## config.mk

```make
export PLATFORM = sky130hd
export DESIGN_NAME = cond_branch_unit
export DESIGN_NICKNAME = d
export VERILOG_FILES = /design/src/rtl/grah8_cond_pkg.sv /design/src/rtl/cond_eval_lut.sv /design/src/rtl/cond_branch_unit.sv
export SDC_FILE = /design/constraint.sdc
export NUM_CORES = 1
export LEC_CHECK = 0
export ABC_AREA = 1
export BUFFER_PORTS_ARGS = -buffer_cell sky130_fd_sc_hd__buf_2
export CAP_MARGIN = 20
export CORE_MARGIN = 2
export CORE_UTILIZATION = 40
export DETAILED_ROUTE_END_ITERATION = 10
export HOLD_SLACK_MARGIN = 0.15
export MAX_ROUTING_LAYER = met4
export PLACE_DENSITY_LB_ADDON = 0.05
export SLEW_MARGIN = 15
export SYNTH_ARGS = -nofsm -noshare
export SYNTH_HDL_FRONTEND = slang
export SYNTH_SLANG_ARGS = --single-unit
```

## constraint.sdc

```tcl
create_clock -name clk -period 1.8 [get_ports clk]
set_clock_uncertainty 0.05 [all_clocks]
set_input_delay 0.18 -clock clk [delete_from_list [all_inputs] [get_ports clk]]
set_output_delay 0.18 -clock clk [all_outputs]
set_load 0.03 [all_outputs]
```

## src/rtl/grah8_cond_pkg.sv

```systemverilog
// Shared types for the Grah-8 condition/branch logic: condition codes,
// flag bit positions and the branch-unit state encoding.
package grah8_cond_pkg;

  localparam int FLAG_W = 4;
  localparam int FLAG_Z = 0;
  localparam int FLAG_C = 1;
  localparam int FLAG_V = 2;
  localparam int FLAG_N = 3;

  typedef enum logic [3:0] {
    COND_NEVER  = 4'd0,
    COND_ALWAYS = 4'd1,
    COND_EQ     = 4'd2,
    COND_NE     = 4'd3,
    COND_CS     = 4'd4,
    COND_CC     = 4'd5,
    COND_MI     = 4'd6,
    COND_PL     = 4'd7,
    COND_VS     = 4'd8,
    COND_VC     = 4'd9,
    COND_HI     = 4'd10,
    COND_LS     = 4'd11,
    COND_GE     = 4'd12,
    COND_LT     = 4'd13,
    COND_GT     = 4'd14,
    COND_LE     = 4'd15
  } cond_code_e;

  typedef enum logic [1:0] {
    IDLE  = 2'd0,
    EVAL  = 2'd1,
    OFFER = 2'd2
  } state_e;

endpackage

```

## src/rtl/cond_eval_lut.sv

```systemverilog
// Combinational condition evaluator: maps a 4-bit condition code and the
// {N,V,C,Z} flags to a single branch-taken result. Also used by decode.
import grah8_cond_pkg::*;

module cond_eval_lut (
  input  logic [FLAG_W-1:0] flags,
  input  logic [3:0]        cond_code,
  output logic              result
);

  logic n, v, c, z;

  assign n = flags[FLAG_N];
  assign v = flags[FLAG_V];
  assign c = flags[FLAG_C];
  assign z = flags[FLAG_Z];

  always_comb begin
    result = 1'b0;
    case (cond_code_e'(cond_code))
      COND_NEVER:  result = 1'b0;
      COND_ALWAYS: result = 1'b1;
      COND_EQ:     result = z;
      COND_NE:     result = !z;
      COND_CS:     result = c;
      COND_CC:     result = !c;
      COND_MI:     result = n;
      COND_PL:     result = !n;
      COND_VS:     result = v;
      COND_VC:     result = !v;
      COND_HI:     result = c && !z;
      COND_LS:     result = !c || z;
      COND_GE:     result = (n == v);
      COND_LT:     result = (n != v);
      COND_GT:     result = !z && (n == v);
      COND_LE:     result = z || (n != v);
      default:     result = 1'b0;
    endcase
  end

endmodule

```

## src/rtl/cond_branch_unit.sv

```systemverilog
// Flags register, condition evaluation and taken-branch offer to fetch.
// Optional interrupt flag shadow register: define COND_UNIT_SHADOW_EN.
//
// state | meaning
// IDLE  | eval_ready=1, waiting for a branch request
// EVAL  | request captured, condition evaluated against flags_q
// OFFER | taken branch presented to fetch until br_ready
import grah8_cond_pkg::*;

module cond_branch_unit #(
  parameter int ADDR_W = 8
) (
  input  logic              clk,
  input  logic              rst,
`ifdef COND_UNIT_SHADOW_EN
  input  logic              shadow_save,
  input  logic              shadow_restore,
`endif
  input  logic              flag_we,
  input  logic [FLAG_W-1:0] flag_in,
  output logic [FLAG_W-1:0] flags_out,
  input  logic              eval_valid,
  output logic              eval_ready,
  input  logic [3:0]        cond_code,
  input  logic [ADDR_W-1:0] target,
  output logic              resolve,
  output logic              taken,
  output logic              br_valid,
  output logic [ADDR_W-1:0] br_target,
  input  logic              br_ready
);

  state_e              state;
  logic [FLAG_W-1:0]   flags_q;
  logic [3:0]          cond_q;
  logic [ADDR_W-1:0]   target_q;
  logic                cond_result;

  assign flags_out = flags_q;

`ifdef COND_UNIT_SHADOW_EN
  logic [FLAG_W-1:0] shadow_q;

  // Save and restore in the same cycle swap, since both read pre-edge values.
  always_ff @(posedge clk or negedge rst) begin
    if (!rst) begin
      flags_q  <= '0;
      shadow_q <= '0;
    end else begin
      if (flag_we)             flags_q <= flag_in;
      else if (shadow_restore) flags_q <= shadow_q;
      if (shadow_save)         shadow_q <= flags_q;
    end
  end
`else
  always_ff @(posedge clk or negedge rst) begin
    if (!rst)         flags_q <= '0;
    else if (flag_we) flags_q <= flag_in;
  end
`endif

  cond_eval_lut u_cond_eval_lut (
    .flags     (flags_q),
    .cond_code (cond_q),
    .result    (cond_result)
  );

  always_ff @(posedge clk or negedge rst) begin
    if (!rst) begin
      state      <= IDLE;
      eval_ready <= 1'b1;
      resolve    <= 1'b0;
      taken      <= 1'b0;
      br_valid   <= 1'b0;
      br_target  <= '0;
      cond_q     <= '0;
      target_q   <= '0;
    end else begin
      resolve <= 1'b0;
      taken   <= 1'b0;
      case (state)
        IDLE: begin
          if (eval_valid) begin
            cond_q     <= cond_code;
            target_q   <= target;
            eval_ready <= 1'b0;
            state      <= EVAL;
          end
        end
        EVAL: begin
          resolve <= 1'b1;
          taken   <= cond_result;
          if (cond_result) begin
            br_valid  <= 1'b1;
            br_target <= target_q;
            state     <= OFFER;
          end else begin
            eval_ready <= 1'b1;
            state      <= IDLE;
          end
        end
        OFFER: begin
          if (br_ready) begin
            br_valid   <= 1'b0;
            eval_ready <= 1'b1;
            state      <= IDLE;
          end
        end
        default: begin
          br_valid   <= 1'b0;
          eval_ready <= 1'b1;
          state      <= IDLE;
        end
      endcase
    end
  end

endmodule

```

## Word level (Yosys, flattened, before mapping)

Cells that the tools add are included.

| storage, ports and cells | value |
|---|---|
| register bits after elaboration | 30 |
| logic and storage cells | 62 |
| output and inout port bits | 16 |
| input port bits | 21 |

| cells by class | value |
|---|---|
| muxes and demuxes | 14 |
| equal/unequal tests | 23 |
| reductions and logical operators | 15 |
| bitwise logic cells | 1 |

Operators by type and width:

| operator | count |
|---|---|
| $eq 4x4->1 const B | 8 |
| $eq 4x3->1 const B | 4 |
| $pmux 1 s16 | 1 |
| $eq 4x2->1 const B | 2 |
| $ne 2x2->1 const B | 4 |
| $mux 1 | 7 |
| $mux 2 | 3 |
| $pmux 1 s3 | 2 |
| $pmux 2 s3 | 1 |
| $reduce_and 2->1 | 3 |
| $reduce_and 3->1 | 2 |
| $eq 4x1->1 const B | 1 |
| $logic_not 1->1 | 4 |
| $logic_not 4->1 | 1 |
| $eq 2x1->1 const B | 1 |
| $eq 2x2->1 const B | 1 |
| $logic_and 1x1->1 | 2 |
| $logic_not 2->1 | 1 |
| $logic_or 1x1->1 | 2 |
| $eq 1x1->1 | 1 |
| $ne 1x1->1 | 1 |
| $not 1->1 | 1 |

## Logic depth before layout (Yosys ltp)

Gate-level depths: netlist (run 1).

| logic depth | value |
|---|---|
| depth in word-level cells | 5 |
| gate-level depth with buffers | 11 |
| depth with buffers taken out | 11 |

## By module

From an unflattened synthesis (run 1), not the netlist that was laid out.

| unflattened totals | value |
|---|---|
| cells, all modules | 156 |
| area, all modules | 1383.8 um2 |

By module, submodules not included:

| module | times used | cells each | area each (um2) | seq. area each (um2) |
|---|---|---|---|---|
| cond_branch_unit | 1 | 107 | 1154.9 | 752.0 |
| cond_eval_lut | 1 | 49 | 229.0 | 0.0 |

## Worst setup path before layout (run 1)

No wires, ideal clock.

| timing | value |
|---|---|
| path kind | reg-to-reg |
| start point | register flags_q[2] (netlist: flags_out[2]) |
| end point | register br_target[1] |
| path buffers | 1 |
| cell stages (with the launch flop) | 11 |
| required time | 1.633 ns |
| setup slack | 0.283 ns |
| arrival | 1.351 ns |
| clock period less this slack | 1.517 ns |
| cells stage by stage | dfrtp_1 > inv_1 > nand2_1 > nand3_1 > nand3_1 > nand3_1 > nand3_2 > nand2_4 > buf_6 > nand2_1 > nand2_1 |

| between the ends | value |
|---|---|
| longest elaborated chain between the ends | 4 |
| elaborated cells between the ends (all ways) | 7 |
| those cells by class | 2 x eq/ne; 1 x mux; 4 x reduce/logical |

Ends and longest elaborated chain:

| element | line | source |
|---|---|---|
| start, declared | cond_branch_unit.sv:34 | `logic [FLAG_W-1:0] flags_q;` |
| start signal, assigned | cond_branch_unit.sv:58 | `else if (flag_we) flags_q <= flag_in;` |
| $ne 1x1->1 or $eq 1x1->1 (tied branches) | - |  |
| $logic_or 1x1->1 or $logic_and 1x1->1 (tied branches) | cond_eval_lut.sv:36, cond_eval_lut.sv:35 |  |
| $pmux 1 s16 * | cond_eval_lut.sv:20 | `case (cond_code_e'(cond_code))` |
| $reduce_and 2->1 (no line) * | - |  |
| end signal, assigned | cond_branch_unit.sv:95 | `br_target <= target_q;` |
| end, declared | cond_branch_unit.sv:29 | `output logic [ADDR_W-1:0] br_target,` |

Mark *: on every way between the ends. The rest lies on a longest branch, timed or not.
A chain may end at the register's enable or synchronous reset.

## Final worst setup path (run 1)

| timing | value |
|---|---|
| start point | register state[1] |
| end point | register cond_q[2] |

| between the ends | value |
|---|---|
| longest elaborated chain between the ends | 2 |

Ends and longest elaborated chain:

| element | line | source |
|---|---|---|
| start, declared | cond_branch_unit.sv:33 | `state_e state;` |
| start signal, assigned | cond_branch_unit.sv:70 | `state <= IDLE;` |
| start signal, assigned | cond_branch_unit.sv:87 | `state <= EVAL;` |
| start signal, assigned | cond_branch_unit.sv:96 | `state <= OFFER;` |
| $logic_not 2->1 | cond_branch_unit.sv:81 | `case (state)` |
| $reduce_and 2->1 (no line) | - |  |
| end signal, assigned | cond_branch_unit.sv:84 | `cond_q <= cond_code;` |
| end, declared | cond_branch_unit.sv:35 | `logic [3:0] cond_q;` |

Every way passes these cells.

==> results of run 1 <==
-- final cells by class --
cell class	instances	share of cell area
Sequential cell	30	0.4055
Multi-Input combinational cell	114	0.2733
Timing Repair Buffer	63	0.2375
Tap cell	44	0.02969
Inverter	13	0.02632
Clock buffer	6	0.02227
Clock inverter	2	0.005398
-- worst max-delay path: stages (launching register included) --
cell	delay, ns
dfrtp_1	0.42
nor2_1	0.10
inv_1	0.10
o21ai_0	0.36
nor2_4	0.12
buf_4	0.18
nand2_1	0.06
o21ai_0	0.07
-- flip-flops by register name, summed over array words and instances, names as in the netlist --
| register | cells |
|---|---|
| taken | 1 |
| br_valid | 1 |
| flags_out | 4 |
| resolve | 1 |
| br_target | 8 |
| eval_ready | 1 |
| state | 2 |
| target_q | 8 |
| cond_q | 4 |
-- repair_timing --
item	in CTS	in global routing
resized for setup	1	0
hold endpoints to repair	46	0
buffers inserted	0	4
pin swaps	0	1
hold buffers	23	0
endpoints found under the setup margin	8	8
-- Yosys cell counts --
cell | instances | area (µm²)
buf_4 | 1 | 7.510
dfstp_2 | 1 | 26.28
buf_6 | 1 | 11.26
nor2_2 | 2 | 12.51
nor2_1 | 4 | 15.01
inv_1 | 10 | 37.54
dfrtp_1 | 29 | 725.7
o21ai_0 | 9 | 45.04
inv_2 | 3 | 11.26
nand2_4 | 1 | 11.26
nand2_2 | 2 | 12.51
mux2_2 | 1 | 11.26
nand3_1 | 10 | 50.05
nand3_2 | 2 | 20.02
nand3b_1 | 2 | 15.01
nand2_1 | 80 | 300.3
a21oi_2 | 1 | 8.760
-- per-stage QoR --
step	total power [W]	worst slack, ns
final	0.002929	0.2175
after global routing	0.003202	-0.01305
after CTS	0.002883	0.1317
after detailed placement	0.002453	-0.05765
after global placement	0.002427	0.02345
after floorplan	0.002148	0.2827
-- metal layers --
metal | track usage | vias up | share of wire
li1 | - | 628 | -
met1 | 0.2021 | 534 | 0.45
met2 | 0.2736 | 34 | 0.48
met3 | 0.04412 | 5 | 0.055
met4 | 0.06383 | 0 | 0.011
met5 | - | - | 0
-- kinds of logic after synthesis --
logic type | Yosys count
AOI/OAI and AO/OA | 10
and+or+nand+nor | 103
muxes | 1
DFF | 30
buffers and inverters | 15
-- worst paths after layout --
kind                                  from            to  slack (ns)  depth (start not counted)
worst max-delay path              state[1]     cond_q[2]        0.22                          7
worst min-delay path            eval_valid    eval_ready        0.31                          6
worst max register to register    state[1]     cond_q[2]        0.22                          7
worst min register to register  eval_ready    eval_ready        0.41                          2
max in group asynchronous              rst  flags_out[2]        0.90                          2
min in group asynchronous              rst  br_target[2]        0.37                          2
-- report_power, final --
| part | leakage, nW | total, W | switching (W) | internal (W) |
|---|---|---|---|---|
| combinational | 0.628 | 0.00142 | 0.000923 | 0.000496 |
| clock | 0.0320 | 0.000373 | 0.000225 | 0.000148 |
| sequential | 0.372 | 0.00114 | 0.000173 | 0.000964 |
| total | 1.03 | 0.00293 | 0.00132 | 0.00161 |
==> run_results.csv, run 1 <==
group,metric,value,unit
global_route,grt_max_degree,31,
final_layout,drive_gt1_frac,0.2632,
final_layout,final_cells,272,
synth,ys_ff_latch,30,
flow_run,max-cap-violations,0,
synth,syn_area,1321,µm²
synth,synth_top_family_by_area,"simple AND/OR/NAND/NOR gates",
final_layout,regArea,752.0,µm²
pwr,power_density,1580,nW/µm²
cts,cts_max_level,2,
timing,hold-worst-slack,0.3075,ns
final_layout,antenna_cells,0,
route,wl,2789,µm
global_route,grt_pass1_wl,4478,µm
cts,clock_latency,0.32,ns
synth,synth-simple-area-share,0.3305,
cts,clockRootBuffer,"clkbuf_4",
floorplan,die_y,61.48,µm
floorplan,io_pins,37,
placed_design,place.gp.congestion,0.9149,
cts,tritoncts,"yes",
synth,synth_cell_type_count,17,
cts,clockBufferDepth,2,
floorplan,initial_utilization,0.4258,
global_route,grt.total_usage,0.1689,
placed_design,dp.cells,237,
timing,finalSetupViolCount,0,
synth,muxShareOfSynthArea,0.008523,
pwr,p_leak,1.032,nW
final_layout,design_area,1854,µm²
hold_path,hold_class,"in2reg",
route,routed_via_density,4.415,
synth,avgSynthCellArea,8.310,µm²
route,dr.pass1.iters,4,
final_layout,areaGrowthSynthToFinish,40.34,%
floorplan,die_x,61.48,µm
final_layout,final_core_util,0.5976,
timing,post-route-period-util,0.8792,
timing,slew_violations,0,
cts,cts_inserted_buffers,5,
placed_design,port_buffers,36,
timing,setup_tns,0,ns
cts,clock-sinks,30,
route,vias,1201,
worst_setup_path,critPathMaxFanout,9,
global_route,grt_antenna_before_repair,0,
global_route,grt_pass1_vias,1097,
synth,synth_compound_area_frac,0.04072,
timing,worst_slew_pin_slew,0.6558,ns
route,route.detailed.drc,0,
worst_setup_path,crit_arrival,1.73,ns
placed_design,placedInstanceArea,1538,µm²
route,wl_per_cell,10.25,µm
floorplan,die-area,3779,µm²
synth,synth_cells,159,
cts,cts.clk_slew.worst_paths,0.09,ns
timing,finalCriticalPeriod,1.582,ns
pwr,vdd.ir_drop.worst,519.1,µV
synth,ys_seq_area_frac,0.5691,
synth,synth_xor_area_frac,0,
worst_setup_path,critical_path_class,"reg2reg",
timing,hold_viol_final,0,
synth,ys_warn_count,0,
final_layout,multi_input_area,506.7,µm²
synth,synth_fa_ha_area_frac,0,
final_layout,layout_commonest_cell,"nand2_1",
worst_setup_path,required,1.95,ns
route,drtIter0Drc,68,
floorplan,core_area,3103,µm²
timing,fmax,631.9,MHz
worst_setup_path,worst_setup_path_start_kind,"register",
floorplan,rows,20,
final_layout,nets,248,
run_status,status,"complete, no violations",
worst_setup_path,crit_path_end_kind,"register",
route,antenna_left,0,
global_route,gr-total-overflow,0,
final_layout,final_cell_mix,"nand2_1 (80), buf_2 (36), dfrtp_1 (29)",
final_layout,fillers,329,
synth,syn_nets,180,
placed_design,dp_hpwl,1905,µm
timing,timing.slew.headroom,0.5628,
(Power assumes the default switching activity.)
==> inputs of run 2 (changes only) <==
==> constraint.sdc (replaced) <==
create_clock -name clk -period 1.3 [get_ports clk]
set_clock_uncertainty 0.05 [all_clocks]
set_input_delay 0.13 -clock clk [delete_from_list [all_inputs] [get_ports clk]]
set_output_delay 0.13 -clock clk [all_outputs]
set_load 0.03 [all_outputs]
==> run_results.csv, run 2 (synthesized netlist as in run 1, its figures left out) <==
group,metric,value,unit
run_status,status,"finished, violations left",
run_status,violations,"negative setup slack",
placed_design,dp.cells,252,
final_layout,final_cells,287,
final_layout,layout_commonest_cell,"nand2_1",
timing,setup_tns,-1.474,ns
worst_setup_path,r2r_slack,-0.16,ns
timing,fmax,686.0,MHz
worst_setup_path,crit_arrival,1.65,ns
final_layout,multi_input_area,588.1,µm²
placed_design,placedInstanceArea,1675,µm²
final_layout,drive_gt1_frac,0.4527,
global_route,grt_max_degree,19,
timing,finalSetupViolCount,18,
flow_run,max-cap-violations,0,
final_layout,fillers,287,
worst_setup_path,critPathMaxFanout,5,
floorplan,core_area,3103,µm²
pwr,vdd.ir_drop.worst,879.2,µV
timing,finalCriticalPeriod,1.458,ns
placed_design,port_buffers,36,
route,route.detailed.drc,0,
global_route,grt_antenna_before_repair,0,
pwr,power_density,2335,nW/µm²
timing,finalWorstSetupSlack,-0.1576,ns
floorplan,rows,20,
worst_setup_path,required,1.49,ns
final_layout,design_area,2107,µm²
cts,cts_max_level,2,
route,wl_per_cell,11.52,µm
final_layout,antenna_cells,0,
cts,clock_latency,0.33,ns
final_layout,regArea,759.5,µm²
final_layout,final_cell_mix,"nand2_1 (66), buf_2 (35), dfrtp_1 (23)",
global_route,grt_pass1_vias,1181,
worst_setup_path,endpoint,"br_target[1]",
cts,tritoncts,"yes",
timing,hold_viol_final,0,
cts,clockBufferDepth,2,
final_layout,areaGrowthSynthToFinish,59.47,%
final_layout,largestRegisters,"br_target x8, target_q x8",
timing,rsz0062_at_grt,"true",
floorplan,initial_utilization,0.4258,
route,vias,1275,
cts,clock-sinks,30,
placed_design,dp_hpwl,2219,µm
route,wl,3307,µm
global_route,gr-total-overflow,0,
pwr,p_leak,1.123,nW
route,routed_via_density,4.443,
route,antenna_left,0,
worst_setup_path,crit_start,"cond_q[1]",
floorplan,die-area,3779,µm²
timing,worst_slew_pin_slew,0.3961,ns
timing,slew_violations,0,
hold_path,hold_class,"in2async",
route,drtIter0Drc,47,
timing,timing.slew.headroom,0.7359,
worst_setup_path,worst_setup_path_start_kind,"register",
worst_setup_path,r2r-start,"cond_q[1]",
final_layout,nets,263,
floorplan,die_y,61.48,µm
worst_setup_path,rr_worst_depth,11,
floorplan,io_pins,37,
worst_setup_path,crit_path_end_kind,"register",
global_route,grt.total_usage,0.2061,
worst_setup_path,critical_path_class,"reg2reg",
placed_design,dp_slack,-0.2094,ns
cts,cts.clk_slew.worst_paths,0.11,ns
floorplan,die_x,61.48,µm
global_route,grt_pass1_wl,5299,µm
worst_setup_path,r2r_end,"br_target[1]",
placed_design,place.gp.congestion,0.8481,
cts,cts_inserted_buffers,5,
timing,post-route-period-util,1.121,
route,dr.pass1.iters,4,
cts,clockRootBuffer,"clkbuf_4",
[run 2: cell types whose count changed in the layout (fill, tap and decap cells not counted), moves of 3 or more]
cell	before	now
dfrtp_2	0	6
nand2_1	80	66
nand3_1	10	7
nand2_2	2	17
buf_6	0	5
inv_2	3	7
o21ai_0	9	2
dfrtp_1	29	23
buf_4	4	14
o21ai_1	0	5
inv_1	10	4
[run 2: critical path: stages (launching register included)]
cell      delay (ns)
dfrtp_2         0.45
inv_2           0.09
nand2_2         0.07
nand2_1         0.08
nand3b_1        0.07
nand2_1         0.08
nor2_2          0.05
nand3_4         0.10
nand2_4         0.08
buf_4           0.15
nand2_1         0.05
nand2_1         0.05
[run 2: stage by stage]
stage               total power, W  hold WS (ns)    util
floorplan                 0.002985       -0.2156       -
global placement          0.003699       0.02183  0.5399
detailed placement        0.003729       0.02908  0.5399
CTS                       0.004688        0.1794  0.6528
global route              0.005312        0.2044  0.6790
finish                    0.004919        0.1876  0.6790
[run 2: layer usage]
| layer | vias to the layer above | global-route usage | wire length, µm |
|---|---|---|---|
| li1 | 667 | - | - |
| met1 | 574 | 0.2582 | 1606 |
| met2 | 29 | 0.3161 | 1539 |
| met3 | 5 | 0.05042 | 116 |
| met4 | 0 | 0.09119 | 44 |
| met5 | - | - | 0 |
[run 2: where the power goes]
part           internal, W  total (W)  switching (W)
Clock             0.000260   0.000599       0.000339
Combinational      0.00115    0.00270        0.00155
Sequential         0.00134    0.00162       0.000271
[run 2: worst min path at each step]
stage                         from  slack, ns            to
after floorplan                rst      -0.22  br_target[0]
after global placement         rst       0.02       resolve
after detailed placement       rst       0.03       resolve
after CTS                 br_ready       0.18      state[1]
after global routing      br_ready       0.20      state[1]
final                          rst       0.19  br_target[0]
[run 2: timing repair]
item                                    in CTS  in global routing
hold endpoints to repair                    46                  1
endpoints found under the setup margin      24                 27
cloned                                       1                  0
pin swaps                                    6                 16
hold buffers                                21                  1
buffers inserted                             4                  2
resized for setup                           14                 27
[run 2: layout make-up]
cell class	count	area share
Inverter	13	0.02553
Sequential cell	30	0.3605
Clock inverter	2	0.005938
Multi-Input combinational cell	115	0.2791
Tap cell	44	0.02613
Timing Repair Buffer	77	0.2785
Clock buffer	6	0.02435
